==> src/rtl/mem_bus_slave_pkg.sv <==
// Shared constants and types for the main-bus memory slave.
// Bus/word widths, burst length, page numbers and the FSM state type.
package mcDefs;

    localparam int BUS_W = 16;
    localparam int OFS_W = 12;
    localparam int BURST = 4;
    localparam int CNT_W = $clog2(BURST);

    localparam logic [3:0] MEMPAGE0 = 4'h0;
    localparam logic [3:0] MEMPAGE1 = 4'h1;
    localparam logic [3:0] MEMPAGE2 = 4'h2;
    localparam logic [3:0] MEMPAGE3 = 4'h3;

    typedef enum logic [1:0] {
        IDLE,
        WR,
        RD_PRE,
        RD
    } mbs_state_t;

endpackage

==> src/rtl/mem_bus_slave_if.sv <==
// Multiplexed address/data main bus between a master and the memory slave.
// The master drives address cycles and write data; the slave drives read data.
interface mem_bus_slave_if #(
    parameter int BUS_W = 16
);
    logic             AddrValid;
    logic             rw;
    logic [BUS_W-1:0] AddrData_in;
    logic [BUS_W-1:0] AddrData_out;
    logic             AddrData_oe;
    logic             busy;
    logic             err;

    modport master (
        output AddrValid,
        output rw,
        output AddrData_in,
        input  AddrData_out,
        input  AddrData_oe,
        input  busy,
        input  err
    );

    modport slave (
        input  AddrValid,
        input  rw,
        input  AddrData_in,
        output AddrData_out,
        output AddrData_oe,
        output busy,
        output err
    );
endinterface

==> src/rtl/mem_bus_slave.sv <==
// Main-bus slave: claims address cycles for one page and runs fixed-length
// write/read bursts against a synchronous single-port memory.
module mem_bus_slave #(
    parameter logic [3:0] PAGE  = mcDefs::MEMPAGE2,
    parameter int         BUS_W = mcDefs::BUS_W,
    parameter int         OFS_W = mcDefs::OFS_W,
    parameter int         BURST = mcDefs::BURST
) (
    input  logic             clk,
    input  logic             resetL,
    mem_bus_slave_if.slave   bus,
    output logic [OFS_W-1:0] mem_addr,
    output logic [BUS_W-1:0] mem_wdata,
    output logic             mem_we,
    output logic             mem_re,
    input  logic [BUS_W-1:0] mem_rdata
);
    import mcDefs::*;

    localparam int CW = (BURST > 1) ? $clog2(BURST) : 1;

    mbs_state_t       state_q;
    logic [CW-1:0]    cnt_q;
    logic [OFS_W-1:0] base_q;

    logic claim;
    logic last;

    assign claim = bus.AddrValid
                && (bus.AddrData_in[BUS_W-1 -: 4] == PAGE);
    assign last  = (cnt_q == CW'(BURST - 1));

    always_ff @(posedge clk or negedge resetL) begin
        if (!resetL) begin
            state_q <= IDLE;
            cnt_q   <= '0;
            base_q  <= '0;
        end else begin
            unique case (state_q)
                IDLE: begin
                    if (claim) begin
                        base_q  <= bus.AddrData_in[OFS_W-1:0];
                        cnt_q   <= '0;
                        state_q <= bus.rw ? RD_PRE : WR;
                    end
                end
                RD_PRE: begin
                    cnt_q   <= '0;
                    state_q <= RD;
                end
                WR, RD: begin
                    if (last) begin
                        cnt_q   <= '0;
                        state_q <= IDLE;
                    end else begin
                        cnt_q <= cnt_q + 1'b1;
                    end
                end
                default: state_q <= IDLE;
            endcase
        end
    end

    // Offsets wrap inside the page by natural OFS_W-bit overflow.
    always_comb begin
        bus.AddrData_out = '0;
        bus.AddrData_oe  = 1'b0;
        mem_addr         = '0;
        mem_wdata        = '0;
        mem_we           = 1'b0;
        mem_re           = 1'b0;
        unique case (state_q)
            WR: begin
                mem_we    = 1'b1;
                mem_addr  = base_q + OFS_W'(cnt_q);
                mem_wdata = bus.AddrData_in;
            end
            RD_PRE: begin
                mem_re   = 1'b1;
                mem_addr = base_q;
            end
            RD: begin
                bus.AddrData_oe  = 1'b1;
                bus.AddrData_out = mem_rdata;
                if (!last) begin
                    mem_re   = 1'b1;
                    mem_addr = base_q + OFS_W'(cnt_q) + 1'b1;
                end
            end
            default: ;
        endcase
    end

    assign bus.busy = (state_q != IDLE);
    assign bus.err  = bus.busy && bus.AddrValid;

endmodule

==> src/flat_wrapper.sv <==
// flat-port wrapper written by rule: the top's interface ports become plain ports
module mem_bus_slave_flat import mcDefs::*;
#(
    parameter logic [3:0] PAGE  = mcDefs::MEMPAGE2,
    parameter int         BUS_W = mcDefs::BUS_W,
    parameter int         OFS_W = mcDefs::OFS_W,
    parameter int         BURST = mcDefs::BURST
)
  (clk, resetL, mem_addr, mem_wdata, mem_we, mem_re, mem_rdata, bus_AddrValid, bus_rw, bus_AddrData_in, bus_AddrData_out, bus_AddrData_oe, bus_busy, bus_err);
  mem_bus_slave_if #(.BUS_W(BUS_W)) bus_i ();
  input  logic clk;
  input  logic resetL;
  output logic [OFS_W-1:0] mem_addr;
  output logic [BUS_W-1:0] mem_wdata;
  output logic mem_we;
  output logic mem_re;
  input  logic [BUS_W-1:0] mem_rdata;
  input wire logic [$bits(bus_i.AddrValid)-1:0] bus_AddrValid;
  input wire logic [$bits(bus_i.rw)-1:0] bus_rw;
  input wire logic [$bits(bus_i.AddrData_in)-1:0] bus_AddrData_in;
  output wire logic [$bits(bus_i.AddrData_out)-1:0] bus_AddrData_out;
  output wire logic [$bits(bus_i.AddrData_oe)-1:0] bus_AddrData_oe;
  output wire logic [$bits(bus_i.busy)-1:0] bus_busy;
  output wire logic [$bits(bus_i.err)-1:0] bus_err;
  assign bus_i.AddrValid = bus_AddrValid;
  assign bus_i.rw = bus_rw;
  assign bus_i.AddrData_in = bus_AddrData_in;
  assign bus_AddrData_out = bus_i.AddrData_out;
  assign bus_AddrData_oe = bus_i.AddrData_oe;
  assign bus_busy = bus_i.busy;
  assign bus_err = bus_i.err;
  mem_bus_slave #(.PAGE(PAGE), .BUS_W(BUS_W), .OFS_W(OFS_W), .BURST(BURST)) u_core (.clk(clk), .resetL(resetL), .bus(bus_i), .mem_addr(mem_addr), .mem_wdata(mem_wdata), .mem_we(mem_we), .mem_re(mem_re), .mem_rdata(mem_rdata));
endmodule
==> config.mk <==
export PLATFORM = sky130hd
export DESIGN_NAME = mem_bus_slave_flat
export DESIGN_NICKNAME = d
export VERILOG_FILES = /design/src/rtl/mem_bus_slave_pkg.sv /design/src/rtl/mem_bus_slave_if.sv /design/src/rtl/mem_bus_slave.sv /design/src/flat_wrapper.sv
export SDC_FILE = /design/constraint.sdc
export NUM_CORES = 1
export LEC_CHECK = 0
export CAP_MARGIN = 25
export CORE_MARGIN = 2
export CORE_UTILIZATION = 42
export CTS_CLUSTER_DIAMETER = 60
export DETAILED_ROUTE_END_ITERATION = 8
export GPL_TIMING_DRIVEN = 0
export PLACE_DENSITY_LB_ADDON = 0.12
export SLEW_MARGIN = 20
export SYNTH_ARGS = -nofsm -noshare
export SYNTH_HDL_FRONTEND = slang
export SYNTH_SLANG_ARGS = --single-unit
==> constraint.sdc <==
create_clock -name clk -period 4.1 [get_ports clk]
set_input_delay 0.82 -clock clk [delete_from_list [all_inputs] [get_ports clk]]
set_output_delay 0.82 -clock clk [all_outputs]
set_load 0.02 [all_outputs]
# Word-level counts from Yosys, hierarchy flattened
# Index checks and enable logic that the tools add are counted.
[totals] out_inout_bits=49 word_cells=35 regBits=16 in_bits=36
[op_classes] addsub=3 reduce_logical=7 eq_ne=7 mux=15
[op_table] operator="$pmux W12 S3" n=1
[op_table] operator="$mux W16" n=2
[op_table] operator="$add A12 B1 Y12 const B" n=1
[op_table] operator="$add A12 B2 Y12" n=1
[op_table] operator="$mux W12" n=1
[op_table] operator="$pmux W2 S3" n=2
[op_table] operator="$mux W2" n=5
[op_table] operator="$eq A2 B2 Y1 const B" n=3
[op_table] operator="$eq A4 B2 Y1 const B" n=1
[op_table] operator="$ne A2 B1 Y1 const B" n=2
[op_table] operator="$reduce_and A2 Y1" n=2
[op_table] operator="$mux W1" n=3
[op_table] operator="$add A2 B1 Y2 const B" n=1
[op_table] operator="$eq A2 B1 Y1 const B" n=1
[op_table] operator="$logic_and A1 B1 Y1" n=2
[op_table] operator="$logic_not A2 Y1" n=1
[op_table] operator="$pmux W1 S2" n=1
[op_table] operator="$reduce_bool A2 Y1" n=1
[op_table] operator="$reduce_or A2 Y1" n=1

# Depth between registers and ports, before layout
# Gate-level depths: netlist (run 1).
[depth] depth_word=4 mapped_depth=10 depth_no_buf=10

# Worst setup path after synthesis (run 1)
# Ideal clock, no wire load.
[synth_timing] kind="register to output" startpoint="register u_core.cnt_q[0]" endpoint="output mem_addr[11]" arrival_time_ns=2.427 slack_ns=0.853 stages_incl_launch_ff=10 required_time_ns=3.280 path_buffers=0 cell_sequence="dfrtp_1 ha_1 inv_1 fa_1 xnor2_1 and3_1 nor3b_2 o2111ai_1 mux2_1 nand2_1"
[synth_via] elab_chain_cells=4 word_cells_on_any_way=5 classes_between="add/sub (2); eq/ne (1); mux (2)"
[synth_rtl] item="start: declaration" line_no="mem_bus_slave.sv:23" source="logic [CW-1:0] cnt_q;"
[synth_rtl] item="start signal: assignment" line_no="mem_bus_slave.sv:56" source="cnt_q <= cnt_q + 1'b1;"
[synth_rtl] item="$add A12 B2 Y12" line_no="mem_bus_slave.sv:75, mem_bus_slave.sv:87"
[synth_rtl] item="$add A12 B1 Y12" line_no="mem_bus_slave.sv:87" source="mem_addr = base_q + OFS_W'(cnt_q) + 1'b1;"
[synth_rtl] item="$mux W12" line_no="mem_bus_slave.sv:85" source="if (!last) begin"
[synth_rtl] item="$pmux W12 S3 *" line_no="mem_bus_slave.sv:72" source="unique case (state_q)"
[synth_rtl] item="end: declaration" line_no="flat_wrapper.sv:13" source="output logic [OFS_W-1:0] mem_addr;"
# Every way passes the cells marked *; elsewhere a longest branch is shown, timed or not.

# Final worst setup path (run 1)
[layout_timing] startpoint="register u_core.cnt_q[0]" endpoint="output mem_addr[8]"
# Same word-level chain as after synthesis.

==> run metrics, run 1 <==
non-filler cells, final=384; ant diodes=0; Remaining DRCs=0; syn_nets=284; final hold violation count=0; most common library cells after synthesis=and3_1, nand2_1, nor2_1; Chip Height=70.4 um; relative slew slack=53.2%; Max Clk Rate=257 MHz; Core Util, Final=66.8%; Vias per Instance=5.75; TritonCTS buffer count=3; FFs w/ async S/R, synth=100%; Routed Antenna Nets=0; unique cell type count in the Yosys netlist=59; RSZ-0062 raised after global routing=false; layout cells sized above 1=9.94%; Leakage=1.28 nW; CTS root buf=clkbuf_8; Syn Inst Count=243; number of synthesized flops with an enable pin=0; placed inst area=2760 sq um; largest net degree at the start of global routing=17; CP Launch Type=flop; # nets final=374; maxcap violations=0; DR iter-0 viols=130; top-count cell post-synth=and3_1; Total GRT Usage=24.5%; worst skew pair latency=0.25 ns; DRT Pass-1 Iters=4; max-slew violations=0; I/O pins=85; vias in the first global route=2034; status=completed; Pwr Total=2.11 mW; CP Max Fanout=6; worst setup margin=0.208 ns; initial antenna violation count=0; P&R area growth vs syn=55.1%; row cnt=24; CTS H-tree lvls=1; total grt overflow=0; initial core utilization=43.1%; Avg WL per Cell=15.6 um; area of the core=4290 sq um; Synth warnings=0; Seq/Total Area, Yosys=21.6%; Cell Pwr Density=735 nW/um^2; clock transition at the registers of the reported paths=0.06 ns; TritonCTS clock tree=built; Yosys top cell area share=21.6%; first-pass GRT wire length=9.87 mm; clk sinks=16; Crit. End Element=output pin; Synth area leaders=dfrtp_1, and3_1, mux2_2; Mean Syn Cell Area=7.62 sq um; Req. time, crit path=3.28 ns; post-DP HPWL=4.68 mm; crit path DAT=3.07 ns; GP Congestion=0.896; clock skew=0.00217 ns; floorplan die width=70.4 um; Worst Path Class, Setup=reg -> out; Final setup viols=0; placed cell count=379; Detailed Route WL=5.99 mm; area leader, netlist=dfrtp_1; Synth Register Bits=16; Synth Flop Type=dfrtp_1; Buffers on Ports=84; Post-Place Worst Slack=-0.0160 ns; Hold Path Class=reg -> reg; # hold bufs at CTS=0; Final period util=94.9%; area of the mapped netlist=1850 sq um; fin area=2870 sq um; vias after detailed routing=2209; VDD IR max=459 uV; slew of the pin with the lowest slew margin=0.699 ns; CTS Buffer Depth=2; die area=4950 sq um; post-layout min period=3.89 ns
-- report_power, final --
| group | leakage [nW] | switching [mW] | internal, mW | total [mW] |
|---|---|---|---|---|
| Clock | 0.0288 | 0.0533 | 0.0852 | 0.138 |
| Combinational | 1.05 | 0.913 | 0.706 | 1.62 |
| Sequential | 0.202 | 0.120 | 0.231 | 0.352 |
| Total | 1.28 | 1.09 | 1.02 | 2.11 |
-- state kept, by name (all words and copies together) (netlist names) --
signal	count
u_core.base_q	12
u_core.cnt_q	2
u_core.state_q	2
-- cells in the final DEF (no fill, tap or decap), types with 4 or more instances in the layout --
master           count
a21oi_1             10
and3_1              34
clkdlybuf4s50_1     77
ha_1                 4
nor2b_1              4
nand3_1              9
inv_1                6
clkbuf_8             4
nor3_1               5
nand2_1             23
o21ai_0             12
dfrtp_1             16
clkbuf_1            11
mux2_2              11
dlymetal6s2s_1       6
nor2_1              20
-- worst max-delay path, cell delays in order, from the launching register on --
cell and delay, ns:
dfrtp_1 0.40, ha_1 0.24, inv_1 0.08, fa_2 0.43
nand3b_1 0.28, xor2_4 0.28, a211oi_2 0.07, a31oi_1 0.21
o211ai_1 0.10, nand3_1 0.13, clkdlybuf4s50_1 0.60
-- what timing repair did --
action,CTS,global route
setup buffers,0,1
cloned,0,0
hold endpoints to repair,0,0
setup endpoints to repair,6,8
resized for setup,6,10
-- area by class of cell --
type,count,area (sq um)
well taps,52,65.1
multi-input cells,203,1390
clock buffers,4,55.1
fillers,393,1420
repair buffers,85,858
plain buffers,16,67.6
inverters,8,30.0
flip-flops and latches,16,400
-- worst paths after layout --
kind	from	endpoint	slack, ns	cells after the start
max	u_core.cnt_q[0]$_DFFE_PN0P_	mem_addr[8]	0.21	10
min	u_core.base_q[0]$_DFFE_PN0P_	u_core.base_q[0]$_DFFE_PN0P_	0.56	1
max reg2reg	u_core.state_q[1]$_DFFE_PN0P_	u_core.base_q[3]$_DFFE_PN0P_	2.15	5
min reg2reg	u_core.base_q[0]$_DFFE_PN0P_	u_core.base_q[0]$_DFFE_PN0P_	0.56	1
max in group asynchronous	resetL	u_core.cnt_q[1]$_DFFE_PN0P_	2.66	1
min in group asynchronous	resetL	u_core.base_q[8]$_DFFE_PN0P_	0.99	1
-- kinds of logic after synthesis --
family,after synthesis,share of synthesized area [%]
simple gates,126,38.3
compound gates,53,20.1
buf+inv,24,5.21
flops,16,21.6
mux,15,8.99
fa+ha+maj,5,3.79
xor+xnor,4,1.89
-- layer usage --
metal | track usage, % | vias up | part of all wire (%)
met4 | 8.97 | 0 | 1.2
met5 | 0 | - | 0
li1 | - | 1089 | -
met3 | 3.03 | 6 | 6.0
met2 | 39.8 | 81 | 47
met1 | 33.2 | 1033 | 46
-- through the flow --
step,hold WS (ns),setup TNS [ns]
after floorplan,0.490,0
after global placement,0.525,0
after detailed placement,0.547,-0.0160
after CTS,0.560,0
after global routing,0.567,0
final,0.558,0
(Power assumes the default switching activity.)
==> run 2: changes to the inputs <==
- SKIP_CTS_REPAIR_TIMING: default -> 1
==> run metrics, run 2 (synthesis results as in run 1) <==
non-filler cells, final=385 (+0.26%); worst r2r path cells=5 (unchanged); clock transition at the registers of the reported paths=0.06 ns (about the same); slew of the pin with the lowest slew margin=0.700 ns (+0.000816 ns); post-layout min period=4.00 ns (+0.112 ns); Remaining DRCs=0 (unchanged); DRT Pass-1 Iters=4 (unchanged); row cnt=24 (unchanged); vias in the first global route=2025 (-0.44%); combinational share of power=76.8% (about the same); worst setup margin=0.0962 ns (-0.112 ns); maxcap violations=0 (unchanged); Cell Pwr Density=737 nW/um^2 (+0.29%); switching share of power=51.6% (+0.12 points); CTS Buffer Depth=2 (unchanged); Buffers on Ports=84 (unchanged); VDD IR max=460 uV (+0.19%); FILL cells=391 (-0.51%); most frequent cells in the layout=clkdlybuf4s50_1, and3_1, nand2_1; largest net degree at the start of global routing=17 (unchanged); TritonCTS buffer count=3 (unchanged); R2R Path Start=u_core.state_q[1]$_DFFE_PN0P_; Routed Antenna Nets=0 (unchanged); final hold violation count=0 (unchanged); commonest non-fill, non-tap cell in the layout=clkdlybuf4s50_1; first-pass GRT wire length=9.82 mm (-0.56%); Hold Path Class=reg -> reg; Internal=1.02 mW (about the same); CP Max Fanout=6 (unchanged); Req. time, crit path=3.28 ns (about the same); initial antenna violation count=0 (unchanged); CTS root buf=clkbuf_8; crit path DAT=3.18 ns (+0.11 ns); layout cells sized above 1=10.5% (+0.57 points); P&R area growth vs syn=55.2% (about the same); Clk pwr share=6.6% (about the same); relative slew slack=53.2% (-0.055 points); Final setup viols=0 (unchanged); hold depth=1 (unchanged); Largest Register=u_core.base_q; Core Util, Final=66.9% (about the same); status=completed; Avg WL per Cell=15.7 um (+0.27%); Post-Place Worst Slack=-0.0160 ns (unchanged); CP Depth=12 (+2); initial core utilization=43.1% (unchanged); RSZ-0062 raised after global routing=true; Vias per Instance=5.72 (-0.62%); Flop pwr share=16.6% (about the same); ant diodes=0 (unchanged); Max stage delay on crit path=0.43 ns (-0.17 ns); Leakage=1.28 nW (-0.67%); Buf/Inv on CP=4 (+2); clk sinks=16 (unchanged); Chip Height=70.4 um (unchanged); post-DP HPWL=4.68 mm (unchanged); Final period util=97.7% (+2.7 points); top flop regs=u_core.base_q x12, u_core.cnt_q x2, u_core.state_q x2; min-delay src=u_core.base_q[0]$_DFFE_PN0P_; WHS=0.560 ns (+0.00154 ns); I/O pins=85 (unchanged); DR iter-0 viols=144 (+11%); die area=4950 sq um (unchanged); GP Congestion=0.896 (unchanged); worst skew pair latency=0.25 ns (about the same); Total GRT Usage=24.3% (-0.22 points); CTS H-tree lvls=1 (unchanged); clock skew=0.00178 ns (-0.000393 ns); crit path max-delay cell type=fa_2; Pwr Total=2.12 mW (+0.33%); CP cell instances=ha_1 -> inv_1 -> fa_2 -> nand3b_1 -> xor2_4 -> buf_4 -> nor3b_4 -> buf_4 -> o2111ai_1 -> mux2_1 -> nand2_1 -> clkbuf_2; Crit path max-delay family=adder cells; Sw Pwr=1.09 mW (+0.56%); Max Clk Rate=250 MHz (-2.8%); max-slew violations=0 (unchanged); TritonCTS clock tree=built; # nets final=375 (+0.27%); Detailed Route WL=6.03 mm (+0.53%); total grt overflow=0 (unchanged); floorplan die width=70.4 um (unchanged); placed cell count=379 (unchanged); Crit. End Element=output pin; Worst Path Class, Setup=reg -> out; CP Launch Type=flop; area of the core=4290 sq um (unchanged); Largest register FFs=12 (unchanged); Worst setup startpoint=u_core.cnt_q[0]$_DFFE_PN0P_; Crit path top cell by count=buf_4; vias after detailed routing=2201 (-0.36%)
==> run 2: changes by cell type in the layout (fill, tap and decap cells not counted) <==
cell | previous run | this run
clkbuf_2 | 2 | 3
buf_4 | 2 | 3
a2111oi_1 | 0 | 1
a2111oi_0 | 2 | 1
dlymetal6s2s_1 | 6 | 5
==> run 2: worst register-to-register path: stages (launching register included) <==
cell     delay [ns]
dfrtp_1        0.44
nor2_1         0.27
inv_1          0.12
nor2_1         0.30
buf_2          0.32
mux2_2         0.37
==> run 2: worst paths after layout <==
kind / end / slack [ns]
worst max-delay path: mem_addr[11] / 0.1
worst min-delay path: u_core.base_q[0]$_DFFE_PN0P_ / 0.56
worst max register to register: u_core.base_q[3]$_DFFE_PN0P_ / 2.16
worst min register to register: u_core.base_q[0]$_DFFE_PN0P_ / 0.56
max in group asynchronous: u_core.cnt_q[1]$_DFFE_PN0P_ / 2.66
min in group asynchronous: u_core.base_q[8]$_DFFE_PN0P_ / 0.99
==> run 2: final cells by class <==
cell class	instances	area [sq um]	area share (%)
clock buffers	4	55.1	1.92
well taps	52	65.1	2.27
flip-flops and latches	16	400	13.9
inverters	8	30.0	1.05
repair buffers	86	858	29.9
multi-input cells	203	1400	48.6
plain buffers	16	67.6	2.35
==> run 2: stage by stage <==
step	instance area [sq um]	TNS [ns]
detailed placement	2760	-0.0160
global placement	2760	0
global route	2870	-0.0586
CTS	2810	-0.956
finish	2870	0
floorplan	1850	0
==> run 2: routing by layer <==
metal  share of wire, %  up-vias  global-route usage [%]
met5                  0        -                       0
met4                1.5        0                    8.76
met3                7.4        8                    2.89
met2                 46       89                    39.3
met1                 45     1016                    33.1
li1                   -     1088                       -
==> run 2: power groups by stage <==
| stage | logic, mW | clock network [mW] | registers (mW) |
|---|---|---|---|
| after floorplan | 1.00 | 0 | 0.312 |
| after global placement | 1.57 | 0 | 0.343 |
| after detailed placement | 1.58 | 0 | 0.346 |
| after CTS | 1.59 | 0.142 | 0.344 |
| after global routing | 1.75 | 0.151 | 0.367 |
| final | 1.62 | 0.139 | 0.352 |
